`src/rtl/vga_rx_pkg.sv`:
```
// vga_rx_pkg: shared types and constants for the VGA receive decoder.
package vga_rx_pkg;
  typedef enum logic [1:0] {UNLOCKED, ACQUIRE, LOCKED} lock_state_e;
  typedef logic [23:0] pixel_t;
  localparam logic [15:0] CRC_POLY = 16'h1021;
  localparam logic [15:0] CRC_INIT = 16'hFFFF;
endpackage

```
`src/rtl/vga_rx_crc16.sv`:
```
// vga_rx_crc16: CRC-16-CCITT update over one 24-bit pixel, MSB first.
module vga_rx_crc16
  import vga_rx_pkg::*;
(
  input  logic [15:0] crc_in,
  input  pixel_t      data,
  output logic [15:0] crc_out
);
  always_comb begin
    crc_out = crc_in;
    for (int i = 23; i >= 0; i--)
      crc_out = {crc_out[14:0], 1'b0} ^ ((crc_out[15] ^ data[i]) ? CRC_POLY : 16'h0000);
  end
endmodule

```
`src/rtl/vga_rx_decoder.sv`:
```
// vga_rx_decoder: recovers pixel coordinates from VGA hs/vs/blank_n, measures geometry, runs a lock FSM.
// Define VGA_RX_CRC_EN to add the per-frame CRC-16 output frame_crc.
module vga_rx_decoder
  import vga_rx_pkg::*;
#(
  parameter int unsigned H_ACTIVE        = 640,
  parameter int unsigned V_ACTIVE        = 480,
  parameter int unsigned CNT_W           = 10,
  parameter bit          SYNC_ACTIVE_LOW = 1'b1
) (
  input  logic             clk,
  input  logic             resetn,
  input  logic             pix_en,
  input  logic             vga_hs,
  input  logic             vga_vs,
  input  logic             vga_blank_n,
  input  logic [23:0]      vga_rgb,
  output logic             pix_valid,
  output logic [CNT_W-1:0] pix_x,
  output logic [CNT_W-1:0] pix_y,
  output logic [23:0]      pix_rgb,
  output logic             frame_done,
  output logic [CNT_W-1:0] line_px,
  output logic [CNT_W-1:0] frame_lines,
  output logic             locked,
  output logic             timing_err
`ifdef VGA_RX_CRC_EN
  ,
  output logic [15:0]      frame_crc
`endif
);
  localparam logic [CNT_W-1:0] H_EXP   = CNT_W'(H_ACTIVE);
  localparam logic [CNT_W-1:0] V_EXP   = CNT_W'(V_ACTIVE);
  localparam logic [CNT_W-1:0] CNT_MAX = '1;

  logic hs_a, vs_a;
  logic smp_q, smp_d, hs_q, hs_d, hs_p_q, hs_p_d, vs_q, vs_d, vs_p_q, vs_p_d, blank_q, blank_d;
  pixel_t rgb_q, rgb_d;
  logic hs_edge, vs_edge, act, line_close, line_bad, frame_bad, ok_h, lock_fail;
  logic [CNT_W-1:0] x_base, y_h;
  logic [CNT_W-1:0] x_cnt_q, x_cnt_d, y_cnt_q, y_cnt_d;
  lock_state_e state_q, state_d;
  logic frame_ok_q, frame_ok_d;
  logic pix_valid_q, pix_valid_d, frame_done_q, frame_done_d, locked_q, locked_d, timing_err_q, timing_err_d;
  logic [CNT_W-1:0] pix_x_q, pix_x_d, pix_y_q, pix_y_d, line_px_q, line_px_d, frame_lines_q, frame_lines_d;
  pixel_t pix_rgb_q, pix_rgb_d;

  assign hs_a = SYNC_ACTIVE_LOW ? ~vga_hs : vga_hs;
  assign vs_a = SYNC_ACTIVE_LOW ? ~vga_vs : vga_vs;

  always_comb begin
    smp_d   = pix_en;
    hs_d    = pix_en ? hs_a : hs_q;
    hs_p_d  = pix_en ? hs_q : hs_p_q;
    vs_d    = pix_en ? vs_a : vs_q;
    vs_p_d  = pix_en ? vs_q : vs_p_q;
    blank_d = pix_en ? vga_blank_n : blank_q;
    rgb_d   = pix_en ? vga_rgb : rgb_q;
    hs_edge = smp_q & hs_q & ~hs_p_q;
    vs_edge = smp_q & vs_q & ~vs_p_q;
    act     = smp_q & blank_q;
    // the line is closed before any vs action in the same sample
    line_close = hs_edge & (x_cnt_q != '0);
    line_bad   = line_close & ((x_cnt_q != H_EXP) | (x_cnt_q == CNT_MAX));
    x_base     = hs_edge ? '0 : x_cnt_q;
    x_cnt_d    = (act && x_base != CNT_MAX) ? x_base + 1'b1 : x_base;
    y_h        = (line_close && y_cnt_q != CNT_MAX) ? y_cnt_q + 1'b1 : y_cnt_q;
    y_cnt_d    = vs_edge ? '0 : y_h;
    frame_bad  = (y_h != V_EXP) | (y_h == CNT_MAX);
    ok_h       = frame_ok_q & ~line_bad;
    frame_ok_d = vs_edge | ok_h;
    lock_fail  = (state_q == LOCKED) & (line_bad | (vs_edge & frame_bad));
    state_d    = lock_fail ? ACQUIRE :
                 !vs_edge ? state_q :
                 (state_q == UNLOCKED) ? ACQUIRE :
                 (state_q == ACQUIRE) ? ((ok_h & ~frame_bad) ? LOCKED : ACQUIRE) : state_q;
    pix_valid_d   = act;
    pix_x_d       = act ? x_base : pix_x_q;
    pix_y_d       = act ? y_cnt_d : pix_y_q;
    pix_rgb_d     = act ? rgb_q : pix_rgb_q;
    frame_done_d  = vs_edge;
    line_px_d     = line_close ? x_cnt_q : line_px_q;
    frame_lines_d = vs_edge ? y_h : frame_lines_q;
    locked_d      = state_d == LOCKED;
    timing_err_d  = lock_fail;
  end

  always_ff @(posedge clk or negedge resetn)
    if (!resetn) begin
      smp_q         <= 1'b0;
      hs_q          <= 1'b0;
      hs_p_q        <= 1'b0;
      vs_q          <= 1'b0;
      vs_p_q        <= 1'b0;
      blank_q       <= 1'b0;
      rgb_q         <= '0;
      x_cnt_q       <= '0;
      y_cnt_q       <= '0;
      state_q       <= UNLOCKED;
      frame_ok_q    <= 1'b0;
      pix_valid_q   <= 1'b0;
      pix_x_q       <= '0;
      pix_y_q       <= '0;
      pix_rgb_q     <= '0;
      frame_done_q  <= 1'b0;
      line_px_q     <= '0;
      frame_lines_q <= '0;
      locked_q      <= 1'b0;
      timing_err_q  <= 1'b0;
    end else begin
      smp_q         <= smp_d;
      hs_q          <= hs_d;
      hs_p_q        <= hs_p_d;
      vs_q          <= vs_d;
      vs_p_q        <= vs_p_d;
      blank_q       <= blank_d;
      rgb_q         <= rgb_d;
      x_cnt_q       <= x_cnt_d;
      y_cnt_q       <= y_cnt_d;
      state_q       <= state_d;
      frame_ok_q    <= frame_ok_d;
      pix_valid_q   <= pix_valid_d;
      pix_x_q       <= pix_x_d;
      pix_y_q       <= pix_y_d;
      pix_rgb_q     <= pix_rgb_d;
      frame_done_q  <= frame_done_d;
      line_px_q     <= line_px_d;
      frame_lines_q <= frame_lines_d;
      locked_q      <= locked_d;
      timing_err_q  <= timing_err_d;
    end

  assign pix_valid   = pix_valid_q;
  assign pix_x       = pix_x_q;
  assign pix_y       = pix_y_q;
  assign pix_rgb     = pix_rgb_q;
  assign frame_done  = frame_done_q;
  assign line_px     = line_px_q;
  assign frame_lines = frame_lines_q;
  assign locked      = locked_q;
  assign timing_err  = timing_err_q;

`ifdef VGA_RX_CRC_EN
  logic [15:0] crc_q, crc_d, crc_base, crc_nx, frame_crc_q, frame_crc_d;

  vga_rx_crc16 u_crc (.crc_in(crc_base), .data(rgb_q), .crc_out(crc_nx));

  // a pixel sampled together with vs belongs to the new frame
  always_comb begin
    crc_base    = vs_edge ? CRC_INIT : crc_q;
    crc_d       = act ? crc_nx : crc_base;
    frame_crc_d = vs_edge ? crc_q : frame_crc_q;
  end

  always_ff @(posedge clk or negedge resetn)
    if (!resetn) begin
      crc_q       <= CRC_INIT;
      frame_crc_q <= '0;
    end else begin
      crc_q       <= crc_d;
      frame_crc_q <= frame_crc_d;
    end

  assign frame_crc = frame_crc_q;
`endif
endmodule

```
`config.mk`:
```
export PLATFORM = sky130hd
export DESIGN_NAME = vga_rx_decoder
export DESIGN_NICKNAME = d
export VERILOG_FILES = /design/src/rtl/vga_rx_pkg.sv /design/src/rtl/vga_rx_crc16.sv /design/src/rtl/vga_rx_decoder.sv
export SDC_FILE = /design/constraint.sdc
export NUM_CORES = 1
export LEC_CHECK = 0
export CAP_MARGIN = 20
export CORE_ASPECT_RATIO = 2
export CORE_MARGIN = 3
export CORE_UTILIZATION = 35
export CTS_CLUSTER_SIZE = 24
export DETAILED_ROUTE_END_ITERATION = 16
export PLACE_DENSITY_LB_ADDON = 0.2
export SYNTH_ARGS = -nofsm -noshare
export SYNTH_HDL_FRONTEND = slang
export SYNTH_SLANG_ARGS = --single-unit
```
`constraint.sdc`:
```
create_clock -name clk -period 4.2 [get_ports clk]
set_clock_uncertainty 0.1 [all_clocks]
set_input_delay 0.84 -clock clk [delete_from_list [all_inputs] [get_ports clk]]
set_output_delay 0.84 -clock clk [all_outputs]
set_load 0.05 [all_outputs]
```
==> qor.txt, run 1 <==
MIN PATH
----------------------------------------------------------------------------------------------------
Worst min-delay path class                                                              input port to async pin

CLOCKING
----------------------------------------------------------------------------------------------------
Cts repair resizes                                                                                 0
Number of setup buffers added after CTS                                                            0
CTS H-tree lvls                                                                                    4
Clock-pin slew reported for the worst setup and hold paths after clock tree synthesis        0.06 ns
Clk Latency, worst-skew pair                                                                 0.41 ns
Sinks on the clock net                                                                           121
CTS tree                                                                                        done
Library cell used as clock root buffer                                                  sky130_fd_sc_hd__clkbuf_16
Hold-fix buffer count after cts                                                                    0
Clock tree buffer depth                                                                            2
TritonCTS Buffers                                                                                 17

GLOBAL ROUTE
----------------------------------------------------------------------------------------------------
Number of antenna violations at the first check in global routing                                  0
Sum of overflow across all layers after global routing                                             0
First-pass GRT wire length                                                                  18670 um
Number of global-route vias before repair                                                       3724
Pin count of the biggest net entering global routing                                              82
Overall global routing resource usage                                                         14.88%

FINAL LAYOUT
----------------------------------------------------------------------------------------------------
Area growth from synthesis to layout                                                          34.26%
Number of filler instances in the final layout                                                  1271
Sequential cell area in the final layout                                                  3028 sq um
Count of nets after finishing                                                                    541
Diodes inserted                                                                                    0
Fraction of final layout cells sized beyond drive strength 1                                  20.15%
Multi-input logic area                                                                    1852 sq um
Post-route insts no fill                                                                         710

YOSYS
----------------------------------------------------------------------------------------------------
YS warnings                                                                                        0
Most used standard cell by instance count after synthesis                               sky130_fd_sc_hd__dfrtp_1
Instance count of the mapped netlist                                                             411
Syn Area/Cell                                                                            12.16 sq um
Top cell type's share of synthesized area                                                     60.61%
Count of different cell masters after synthesis                                                   43
Post-Synthesis Cell Area                                                                  4996 sq um
Post-synth ARST share                                                                         100.0%
Number of flops mapped to enable cells by yosys                                                    0
FF+latch count, synth                                                                            121
Synth top cells by count                                                                121 x sky130_fd_sc_hd__dfrtp_1, 61 x sky130_fd_sc_hd__mux2_2, 59 x sky130_fd_sc_hd__nand2_1
Flip-flop cell with the highest count after synthesis                                   sky130_fd_sc_hd__dfrtp_1
Nets in the synthesized netlist                                                                  443
Largest area contributor in the netlist                                                 sky130_fd_sc_hd__dfrtp_1
Sequential share of the synthesized area                                                      60.61%
Top cells by area, synth                                                                sky130_fd_sc_hd__dfrtp_1 61%, sky130_fd_sc_hd__mux2_2 14%, sky130_fd_sc_hd__nand2_1 4.4%

PWR
----------------------------------------------------------------------------------------------------
Leakage Power                                                                               2.854 nW
Sequential cell fraction of total power                                                        38.3%
P_sw                                                                                      0.001259 W
Worst supply voltage drop on vdd                                                         0.0003153 V
Clock power share                                                                              35.9%
Power density cells                                                                     570.3 nW/um^2
Cell-internal power                                                                       0.002567 W
Part of the power in combinational logic                                                       25.8%
Switching share of power                                                                      32.91%

FLOORPLANNING
----------------------------------------------------------------------------------------------------
Die width                                                                                   90.48 um
Initial standard-cell utilization of the core                                                 35.77%
Height of the die                                                                           175.0 um
Top-level I/O count                                                                               98
Area of the die                                                                          15830 sq um
Core Footprint                                                                           13970 sq um
Floorplan row count                                                                               61

PLACE
----------------------------------------------------------------------------------------------------
Detail Placement HPWL                                                                        7644 um
# placed instances                                                                               679
Final weighted congestion in routability-driven placement                                     0.8635
Port-buffer cells                                                                                 97

STA
----------------------------------------------------------------------------------------------------
Share of the clock period used by the worst path                                              67.44%
Max-slew headroom                                                                             51.54%
Unrepaired setup endpoints after global routing                                                   no
Number of pins exceeding their max-slew limit in the final report                                  0
Maximum operating frequency                                                                353.0 MHz
Accumulated negative setup slack                                                                0 ns
Final number of setup-violating endpoints                                                          0
Final critical delay including setup and external delays                                    2.833 ns
Worst Tran Pin Value                                                                       0.7261 ns
Final Hold Vio Count                                                                               0

CRITICAL PATH
----------------------------------------------------------------------------------------------------
Signal arrival time at the worst endpoint                                                    3.02 ns
Data required, critical path                                                                 4.38 ns
Worst Setup End Kind                                                                        register
Kind of critical path                                                                   register to register
Sort of element at the start of the critical path                                           register
Maximum fanout along the worst path                                                               14

DETAILED ROUTING
----------------------------------------------------------------------------------------------------
DRT Wirelength                                                                              10950 um
Number of iterations in the first detailed-routing pass                                            4
Number of violations reported at the end of detailed-routing iteration 0                         140
Wire length per cell                                                                        15.43 um
Remaining antenna violation count                                                                  0
Vias per cell                                                                                  4.746
Number of remaining DRC errors                                                                     0
Vias                                                                                            3370

RUN STATUS
----------------------------------------------------------------------------------------------------
Run status                                                                                 completed

RUN
----------------------------------------------------------------------------------------------------
Number of max-capacitance violations reported                                                      0

kinds of logic after synthesis:
group                    after synthesis  synth area share, %
XOR/XNOR                              20                3.506
AO/OA/AOI/OAI                         52                6.511
multiplexers                          62                13.95
adder cells (fa/ha/maj)                2               0.5008
buffers and inverters                 28                2.379
AND/OR/NAND/NOR                      126                12.55
flip-flops                           121                60.61
sequential cells by signal, indices dropped and copies added (netlist names), 2 cells and up:
signal	flops
line_px	10
rgb_q	24
pix_rgb	24
pix_x	10
state_q	2
frame_lines	10
x_cnt_q	10
y_cnt_q	10
pix_y	10
per-layer routing:
layer  global-route usage [%]  vias up  routed length [um]
met5                        0        -                   0
met4                    6.394        0                 191
met3                    3.964       16                 439
met2                    27.73       73                6291
met1                    15.39     1669                4030
li1                         -     1612                   -
worst paths after layout:
kind | from | end | slack [ns] | cells after the start
setup / recovery | hs_p_q | state_q[0] | 1.37 | 7
hold / removal | resetn | frame_done | 0.31 | 1
setup reg to reg | hs_p_q | state_q[0] | 1.37 | 7
hold reg to reg | pix_y[8] | pix_y[8] | 0.37 | 2
max in group asynchronous | resetn | pix_rgb[0] | 2.86 | 2
min in group clk | pix_y[8] | pix_y[8] | 0.37 | 2
through the flow:
| step | power (W) | utilization, % | setup slack (ns) | cell area, sq um | hold WS, ns |
|---|---|---|---|---|---|
| floorplan | 0.002109 | - | 1.829 | 4996 | 0.3387 |
| global placement | 0.002471 | 44.00 | 1.444 | 6146 | 0.3521 |
| detailed placement | 0.002489 | 44.00 | 1.359 | 6146 | 0.3628 |
| CTS | 0.003887 | 48.02 | 1.345 | 6708 | 0.3156 |
| global route | 0.004000 | 48.02 | 1.176 | 6708 | 0.3376 |
| finish | 0.003825 | 48.02 | 1.367 | 6708 | 0.3102 |
cell type report:
type	instances	share of cell area (%)
clock buffers	19	6.454
clock inverters	12	1.921
inverters	7	0.3917
multi-input cells	262	27.61
flip-flops and latches	121	45.14
well taps	189	3.525
repair buffers	100	14.96
cells in the final DEF (no fill, tap or decap), drive strengths merged, types with 2 or more instances in the layout:
cell type	synthesis	layout
nand3	9	9
nor4	2	2
xor2	7	7
mux2	61	61
clkbuf	11	19
and4	2	2
a211oi	3	3
nand3b	3	3
buf	10	4
a21oi	5	5
inv	6	6
and4b	2	2
or3	2	2
o22ai	2	2
o31ai	10	10
clkdlybuf4s50	0	96
nand2	59	59
nor3	2	2
xnor2	13	13
dfrtp	121	121
nand4	5	5
and3	4	4
clkinv	1	8
ha	2	2
bufinv	0	2
and2	4	4
nor2	29	29
clkinvlp	0	3
o21ai	25	25
a31oi	3	3
worst max-delay path: stages (launching register included):
cell	delay [ns]
sky130_fd_sc_hd__dfrtp_1	0.38
sky130_fd_sc_hd__nand3b_1	0.47
sky130_fd_sc_hd__a31o_2	0.50
sky130_fd_sc_hd__or3_1	0.37
sky130_fd_sc_hd__a21oi_1	0.15
sky130_fd_sc_hd__nor4b_4	0.35
sky130_fd_sc_hd__a41oi_1	0.18
sky130_fd_sc_hd__o22a_1	0.21
power groups by stage:
stage | clock (W) | sequential (W) | combinational [W]
floorplan | 0 | 0.00183 | 0.000274
CTS | 0.00141 | 0.00147 | 0.00101
global placement | 0 | 0.00148 | 0.000991
finish | 0.00137 | 0.00146 | 0.000989
global route | 0.00146 | 0.00149 | 0.00105
detailed placement | 0 | 0.00149 | 0.00100
Power figures use the tool's default switching activity.
==> run 2, diff against run 1 <==
- clock period: 4.2 -> 2.6 ns (I/O delays scaled with it)
==> qor.txt, run 2 (same netlist as run 1, synthesis figures left out) <==
STA
----------------------------------------------------------------------------------------------------
Max-slew headroom                                                                             65.27%   +14 points
Slack of the critical path                                                                 0.1305 ns   -1.237 ns
Number of pins exceeding their max-slew limit in the final report                                  0   unchanged
Share of the clock period used by the worst path                                              94.98%   +28 points
Unrepaired setup endpoints after global routing                                                   no
Final Hold Slack                                                                           0.3705 ns   +0.06035 ns
Final number of setup-violating endpoints                                                          0   unchanged
Accumulated negative setup slack                                                                0 ns   unchanged
Maximum operating frequency                                                                404.9 MHz   +15%
Final critical delay including setup and external delays                                    2.470 ns   -0.3631 ns
Worst Tran Pin Value                                                                       0.5193 ns   -0.2069 ns
Final Hold Vio Count                                                                               0   unchanged

FINAL LAYOUT
----------------------------------------------------------------------------------------------------
Fraction of final layout cells sized beyond drive strength 1                                  23.25%   +3.1 points
Diodes inserted                                                                                    0   unchanged
Area growth from synthesis to layout                                                          38.52%
Top library cells by usage in the layout, fill and taps aside                           121 x sky130_fd_sc_hd__dfrtp_1, 96 x sky130_fd_sc_hd__clkdlybuf4s50_1, 61 x sky130_fd_sc_hd__mux2_2, 58 x sky130_fd_sc_hd__nand2_1, 29 x sky130_fd_sc_hd__nor2_1
Most frequent standard cell in the layout excluding fill and tap cells                  sky130_fd_sc_hd__dfrtp_1
Count of nets after finishing                                                                    564   +4.3%
Number of filler instances in the final layout                                                  1260   -0.87%
Post-route insts no fill                                                                         731   +3.0%
Multi-input logic area                                                                    1861 sq um   +0.47%
End-of-flow core utilization                                                                  49.55%   +1.5 points
Sequential cell area in the final layout                                                  3028 sq um   unchanged

FLOORPLANNING
----------------------------------------------------------------------------------------------------
Height of the die                                                                           175.0 um   unchanged
Core Footprint                                                                           13970 sq um   unchanged
Area of the die                                                                          15830 sq um   unchanged
Top-level I/O count                                                                               98   unchanged
Die width                                                                                   90.48 um   unchanged
Floorplan row count                                                                               61   unchanged
Initial standard-cell utilization of the core                                                 35.77%   unchanged

CRITICAL PATH
----------------------------------------------------------------------------------------------------
Top Family by Delay on Critical Path                                                    simple AND/OR/NAND/NOR gates
Combined buffer and inverter count along the critical path                                         0   unchanged
Maximum fanout along the worst path                                                                5   -9
Max stage delay on crit path                                                                 0.43 ns   -0.07 ns
Worst Setup End Kind                                                                        register
Logic depth of the worst path, buffers included                                                    8   +1
Worst-case reg-to-reg path depth                                                                   8   +1
Data required, critical path                                                                 2.79 ns   -1.59 ns
Sort of element at the start of the critical path                                           register
Kind of critical path                                                                   register to register
Crit path cell chain                                                                    ha_1 -> nand2_1 -> or3_4 -> a211oi_2 -> o22ai_1 -> nor4b_4 -> a41oi_1 -> o22a_1
Signal arrival time at the worst endpoint                                                    2.66 ns   -0.36 ns
Slowest stage cell, crit path                                                           sky130_fd_sc_hd__or3_4

DETAILED ROUTING
----------------------------------------------------------------------------------------------------
DRT Wirelength                                                                              11470 um   +4.7%
Vias per cell                                                                                  4.828   +1.7%
Wire length per cell                                                                        15.69 um   +1.7%
Number of iterations in the first detailed-routing pass                                            5   +1
Number of violations reported at the end of detailed-routing iteration 0                         156   +11%
Number of remaining DRC errors                                                                     0   unchanged
Vias                                                                                            3529   +4.7%
Remaining antenna violation count                                                                  0   unchanged

GLOBAL ROUTE
----------------------------------------------------------------------------------------------------
Number of global-route vias before repair                                                       3833   +2.9%
Number of antenna violations at the first check in global routing                                  0   unchanged
First-pass GRT wire length                                                                  19040 um   +2.0%
Overall global routing resource usage                                                         15.39%   +0.50 points
Pin count of the biggest net entering global routing                                              40   -51%
Sum of overflow across all layers after global routing                                             0   unchanged

CLOCKING
----------------------------------------------------------------------------------------------------
Clock-pin slew reported for the worst setup and hold paths after clock tree synthesis        0.05 ns   about the same
Library cell used as clock root buffer                                                  sky130_fd_sc_hd__clkbuf_16
Clk Latency, worst-skew pair                                                                 0.40 ns   about the same
Sinks on the clock net                                                                           121   unchanged
CTS tree                                                                                        done
Clock tree buffer depth                                                                            2   unchanged
CTS H-tree lvls                                                                                    4   unchanged
TritonCTS Buffers                                                                                 17   unchanged

PLACE
----------------------------------------------------------------------------------------------------
Final weighted congestion in routability-driven placement                                     0.9062   +4.9%
Post-Place Setup Slack                                                                    0.06940 ns   -1.290 ns
Port-buffer cells                                                                                 97   unchanged
Detail Placement HPWL                                                                        8236 um   +7.7%
# placed instances                                                                               700   +3.1%

RUN
----------------------------------------------------------------------------------------------------
Number of max-capacitance violations reported                                                      0   unchanged

PWR
----------------------------------------------------------------------------------------------------
Worst supply voltage drop on vdd                                                         0.0005020 V   +59%
Power density cells                                                                     911.5 nW/um^2   +60%
Leakage Power                                                                               2.985 nW   +4.6%

MIN PATH
----------------------------------------------------------------------------------------------------
Worst Hold Path Cells                                                                              2
Worst min-delay path class                                                              register to register

RUN STATUS
----------------------------------------------------------------------------------------------------
Run status                                                                                 completed

==> run 2: final cells by class <==
type                       count  share of cell area [%]
multi-input combinational    262                   26.88
inverter                       7                  0.3797
tap                          189                   3.417
timing repair buffer         123                   17.21
sequential                   121                   43.75
clock inverter                 7                   1.356
clock buffer                  22                   6.997
==> run 2: through the flow <==
step	area, sq um	total power, W
2_1_floorplan	4996	0.003406
3_3_place_gp	6316	0.004031
3_5_place_dp	6316	0.004067
4_1_cts	6904	0.006392
5_1_grt	6920	0.006588
6_report	6920	0.006308
==> run 2: final timing paths <==
kind                             from    endpoint  slack (ns)
setup / recovery           y_cnt_q[1]  state_q[0]        0.13
hold / removal             line_px[9]  line_px[9]        0.37
setup reg to reg           y_cnt_q[1]  state_q[0]        0.13
hold reg to reg            line_px[9]  line_px[9]        0.37
max in group asynchronous      resetn    pix_x[6]        1.25
min in group asynchronous      resetn  frame_done        0.51
==> run 2: repair_timing <==
| action | in CTS | in global routing |
|---|---|---|
| buffers inserted | 0 | 1 |
| endpoints found under the setup margin | 0 | 3 |
| hold buffers | 1 | 0 |
| gates resized for setup | 0 | 1 |
| endpoints found under the hold margin | 30 | 0 |
==> run 2: worst min-delay path: stages (launching register included) <==
cell and delay, ns:
sky130_fd_sc_hd__dfrtp_1 0.34, sky130_fd_sc_hd__nand2_1 0.05, sky130_fd_sc_hd__nand2_1 0.05
==> run 2: report_power, final <==
group	leakage, nW	total, W	switching [W]	internal, W
clock network	0.280	0.00229	0.000799	0.00149
logic	1.16	0.00166	0.00104	0.000625
registers	1.55	0.00235	0.000196	0.00216
==> run 2: metal layers <==
metal	track usage [%]	vias up	wire length [um]
met5	0	-	0
met4	7.481	0	323
met1	15.48	1754	4274
met3	4.179	23	443
li1	-	1658	-
met2	28.66	94	6425
